<file path="src/rtl/fpu_mul_scheduler.sv">
// fpu_mul_scheduler: shares one combinational FP multiplier between two
// requesters. Each operation is accepted in IDLE, multiplied in EXEC and
// returned in RESP. After each response, the round-robin pointer passes to
// the other requester.
module fpu_mul_scheduler #(
  parameter int D_WIDTH   = 32,
  parameter int CNT_WIDTH = 16
) (
  input  logic                 clk,
  input  logic                 rst,
  input  logic                 req0_valid,
  input  logic [D_WIDTH-1:0]   req0_a,
  input  logic [D_WIDTH-1:0]   req0_b,
  output logic                 req0_ready,
  input  logic                 req1_valid,
  input  logic [D_WIDTH-1:0]   req1_a,
  input  logic [D_WIDTH-1:0]   req1_b,
  output logic                 req1_ready,
  output logic                 rsp0_valid,
  input  logic                 rsp0_ready,
  output logic                 rsp1_valid,
  input  logic                 rsp1_ready,
  output logic [D_WIDTH-1:0]   rsp_data,
  output logic [D_WIDTH-1:0]   mul_a,
  output logic [D_WIDTH-1:0]   mul_b,
  input  logic [D_WIDTH-1:0]   mul_result,
  output logic                 busy,
  output logic [CNT_WIDTH-1:0] op_cnt0,
  output logic [CNT_WIDTH-1:0] op_cnt1
);

  typedef enum logic [1:0] {IDLE, EXEC, RESP} state_t;

  state_t               state_reg;
  logic                 ptr_reg;
  logic                 owner_reg;
  logic [D_WIDTH-1:0]   op_a_reg;
  logic [D_WIDTH-1:0]   op_b_reg;
  logic [D_WIDTH-1:0]   result_reg;
  logic [1:0]           rsp_valid_reg;
  logic                 busy_reg;

  logic                 grant_valid;
  logic                 grant_idx;
  logic                 rsp_hs;

  // Arbitration: a lone requester wins outright, a tie goes to ptr.
  always_comb begin
    grant_valid = 1'b0;
    grant_idx   = 1'b0;
    if (state_reg == IDLE) begin
      grant_valid = req0_valid | req1_valid;
      grant_idx   = (req0_valid & req1_valid) ? ptr_reg : req1_valid;
    end
  end

  assign req0_ready = grant_valid & ~grant_idx;
  assign req1_ready = grant_valid &  grant_idx;

  // The response completes only when the owner's ready is seen in RESP.
  // The other requester's ready is ignored.
  assign rsp_hs = (state_reg == RESP) &&
                  (owner_reg ? rsp1_ready : rsp0_ready);

  // Main sequencer: latches the operands, captures the product and holds the response.
  always_ff @(posedge clk) begin
    if (rst) begin
      state_reg     <= IDLE;
      ptr_reg       <= 1'b0;
      owner_reg     <= 1'b0;
      op_a_reg      <= '0;
      op_b_reg      <= '0;
      result_reg    <= '0;
      rsp_valid_reg <= 2'b00;
      busy_reg      <= 1'b0;
    end else begin
      case (state_reg)
        IDLE: begin
          if (grant_valid) begin
            op_a_reg  <= grant_idx ? req1_a : req0_a;
            op_b_reg  <= grant_idx ? req1_b : req0_b;
            owner_reg <= grant_idx;
            busy_reg  <= 1'b1;
            state_reg <= EXEC;
          end
        end
        EXEC: begin
          result_reg    <= mul_result;
          rsp_valid_reg <= owner_reg ? 2'b10 : 2'b01;
          state_reg     <= RESP;
        end
        RESP: begin
          // Return to IDLE without accepting a request, so the next grant
          // happens in IDLE one cycle later.
          if (rsp_hs) begin
            rsp_valid_reg <= 2'b00;
            busy_reg      <= 1'b0;
            ptr_reg       <= ~owner_reg;
            state_reg     <= IDLE;
          end
        end
        default: begin
          state_reg     <= IDLE;
          rsp_valid_reg <= 2'b00;
          busy_reg      <= 1'b0;
        end
      endcase
    end
  end

  // Per-requester saturating completion counters.
  genvar gi;
  generate
    for (gi = 0; gi < 2; gi++) begin : g_cnt
      logic [CNT_WIDTH-1:0] cnt_reg;
      // Advance when this requester's response completes; stop at all-ones.
      always_ff @(posedge clk) begin
        if (rst) begin
          cnt_reg <= '0;
        end else if (rsp_hs && (owner_reg == 1'(gi)) && (cnt_reg != '1)) begin
          cnt_reg <= cnt_reg + 1'b1;
        end
      end
    end
  endgenerate

  assign op_cnt0    = g_cnt[0].cnt_reg;
  assign op_cnt1    = g_cnt[1].cnt_reg;
  assign mul_a      = op_a_reg;
  assign mul_b      = op_b_reg;
  assign rsp_data   = result_reg;
  assign rsp0_valid = rsp_valid_reg[0];
  assign rsp1_valid = rsp_valid_reg[1];
  assign busy       = busy_reg;

endmodule

</file>
<file path="config.mk">
export PLATFORM = sky130hd
export DESIGN_NAME = fpu_mul_scheduler
export DESIGN_NICKNAME = d
export VERILOG_FILES = /design/src/rtl/fpu_mul_scheduler.sv
export SDC_FILE = /design/constraint.sdc
export NUM_CORES = 1
export LEC_CHECK = 0
export CORE_UTILIZATION = 30
export DETAILED_ROUTE_END_ITERATION = 6
export REMOVE_ABC_BUFFERS = 1
export SKIP_CTS_REPAIR_TIMING = 1
export SLEW_MARGIN = 0
export SYNTH_ARGS = -nofsm -noshare
export SYNTH_HDL_FRONTEND = slang
export SYNTH_SLANG_ARGS = --single-unit
</file>
<file path="constraint.sdc">
create_clock -name clk -period 2.3 [get_ports clk]
set_input_delay 0.23 -clock clk [delete_from_list [all_inputs] [get_ports clk]]
set_output_delay 0.23 -clock clk [all_outputs]
set_load 0.005 [all_outputs]
</file>
==> impl_metrics.toml <==
[yosys]
synth_area_mm2 = 0.00588
synthAdderAreaFrac_pct = 0.426
synthDistinctLibCells = 36
synth-simple-area-share_pct = 20.1
yosys-top-cells-area = "dfxtp_1 (46%), mux2i_1 (11%), a211oi_1 (8.7%)"
synth.yosys.seq_area_share_pct = 46.0
syn_area_per_cell_um2 = 8.80
yosysTopAreaCellShare_pct = 46.0
yosysWarnings = 0
synth_top_family_by_area = "simple AND/OR/NAND/NOR gates"
synthCells = 668
ys_seq_elements = 135
synthXorXnorAreaFrac_pct = 0
synth_compound_area_share_pct = 16.9
muxShareOfSynthArea_pct = 12.4
yosys.area.top_type = "dfxtp_1"

[die]
pin_count = 299
die_h_um = 142
die_w_um = 142
start_util_pct = 31.0
rows = 50
dieArea_mm2 = 0.0202
core_mm2 = 0.0190

[sta]
setup_violations = 0
fmax_mhz = 463
period_needed_ns = 2.16
fin_crit_sh_pct = 93.8
grt_setup_unrepaired = "no"
slew-limit-headroom_pct = 58.7
fin_setup_tns_ns = 0
drv_slew = 0
holdWs_ns = 0.313
finClkSkew_ns = 0.00606
hold_viol = 0
worst_pin_slew_ns = 0.619

[critical_path]
worstPathMaxFanout = 8
end_kind = "output pin"
worstPathRequired_ns = 2.07
startpoint_type = "flip-flop"
crit_type = "flip-flop to output pin"
cp.arrival_ns = 1.93

[final_layout]
antennaDiodeCount = 0
fin_area_mm2 = 0.00986
multi_input_area_mm2 = 0.00295
nFillCells = 1787
stdcell_count = 1229
seqCellArea_mm2 = 0.00270
area_delta_synth_final_pct = 67.8
drive_gt1_share_pct = 7.02
final_nets = 1125

[clock_network]
cts_sinks = 135
clockBufferDepth = 2
cts_buffers = 17
path_clk_slew_ns = 0.06
h-tree-depth = 4
cts_tree = "yes"
worstSkewPairLatency_ns = 0.41
root_buffer = "clkbuf_16"

[drt]
ant_nets = 0
dr.pass1.iters = 4
routed_via_density = 4.72
route.detailed.drc = 0
drt_wl_total_mm = 18.4
vias = 5806
first_iter_violations = 155
wl_per_cell_um = 15.0

[placement]
dp_hpwl_mm = 13.5
place_area_mm2 = 0.00919
io_buffers = 298
gp_congestion = 0.791
dp.cells = 1194

[power]
comb_power_share_pct = 19.3
clkPwrFrac_pct = 42.8
cellPowerDensity_mw_per_mm2 = 703
leakagePower_nw = 3.81
p_seq_share_pct = 37.9
ir_worst_vdd_uv = 476
netSwitchingPower_mw = 1.67
swShare_pct = 24.1
intPower_mw = 5.27

[min_path]
min_path_type = "primary input to flip-flop"

[global_routing]
grt_pass1_vias = 5404
grt_max_degree = 97
gr-usage-all-layers_pct = 18.4
antenna_found_initial = 0
grt_pass1_wl_mm = 28.8
grt.overflow.total = 0

[flow_run]
max_cap_viol_count = 0

[outcome]
status = "completed"
==> final cells by class <==
cell class / count / share of cell area [%]
flip-flops and latches: 135 / 27.4
clock inverters: 13 / 2.05
well taps: 260 / 3.30
clock buffers: 18 / 4.45
multi-input cells: 474 / 29.9
inverters: 7 / 0.266
repair buffers: 322 / 32.7
==> worst paths after layout <==
| check | startpoint | to | slack [ns] | depth (start not counted) |
|---|---|---|---|---|
| hold reg to reg | rsp_data[4]$_SDFFE_PP0N_ | rsp_data[4]$_SDFFE_PP0N_ | 0.45 | 2 |
| hold / removal | rst | op_cnt1[9]$_SDFFE_PP0P_ | 0.31 | 2 |
| setup / recovery | state_reg[1]$_SDFFE_PP0P_ | req1_ready | 0.14 | 6 |
| setup reg to reg | owner_reg$_SDFFE_PP0P_ | op_cnt0[15]$_SDFFE_PP0P_ | 0.38 | 4 |
==> metal layers <==
metal	wire [µm]	vias up	global-route usage, %	part of all wire [%]
li1	-	3002	-	-
met1	7920	2603	22.0	43
met2	8980	181	30.9	49
met3	1220	20	6.43	6.6
met4	314	0	5.55	1.7
met5	0	-	0	0
==> cells in the mapped netlist, drive strengths merged <==
library cell  instances
o21ai                 9
o31ai                15
nand4bb               1
nand2                75
a311oi                1
buf                  17
clkbuf               35
or4                  14
a211oi               68
nand2b                4
mux2                  7
a21oi                63
nand3b                3
nor2b                 8
or2                   1
nand4b                1
nand4                 9
mux2i                65
ha                    2
and3b                 1
and4b                 1
nor2                 81
inv                   7
and4                  4
nor4b                 1
dfxtp               135
nor3                  6
nor4                  9
nor4bb                1
and3                  2
or3                   8
nand3                14
==> power groups by stage <==
stage	Sequential [mW]	Combinational [mW]	Clock [mW]
after floorplan	2.70	0.524	0
after global placement	2.67	1.35	0
after CTS	2.63	1.35	3.05
after detailed placement	2.68	1.35	0
after global routing	2.65	1.47	3.13
final	2.63	1.34	2.97
==> cell usage in the layout, fill, tap and decap left out, types with 3 or more instances in the layout <==
master             n
inv_1              7
or4_1             14
nand2b_1           4
mux2_2             7
buf_12             5
or3_1              8
nor3_1             5
bufinv_16          5
nor2b_1            7
nand3_1           13
nor4_1             9
nor2_1            81
and4_1             4
clkbuf_16         17
dfxtp_1          135
nand2_1           75
clkinv_2           4
a21oi_1           63
a211oi_1          68
clkdlybuf4s50_1  297
nand3b_1           3
nand4_1            9
buf_4             20
o31ai_1           15
o21ai_0            8
mux2i_1           65
==> cells by family after synthesis <==
family                     Yosys count
and+or+nand+nor                    244
AOI/OAI and AO/OA                  156
DFF                                135
muxes                               72
buffers and inverters               59
adders and majority gates            2
==> per-stage QoR <==
| stage | setup WS [ns] | util [%] | power, mW |
|---|---|---|---|
| finish | 0.142 | 52.0 | 6.94 |
| global route | 0.0506 | 52.0 | 7.25 |
| CTS | 0.0491 | 51.9 | 7.03 |
| detailed placement | 0.0825 | 48.5 | 4.02 |
| global placement | 0.101 | 48.5 | 4.02 |
| floorplan | -5.18 | - | 3.22 |
==> critical path: stages (launching register included) <==
cell,delay [ns]
dfxtp_1,0.36
buf_4,0.19
nor2_1,0.13
buf_4,0.15
nand3_4,0.12
inv_1,0.08
clkdlybuf4s50_1,0.49
Note: power is estimated with default switching activity, not from simulation.
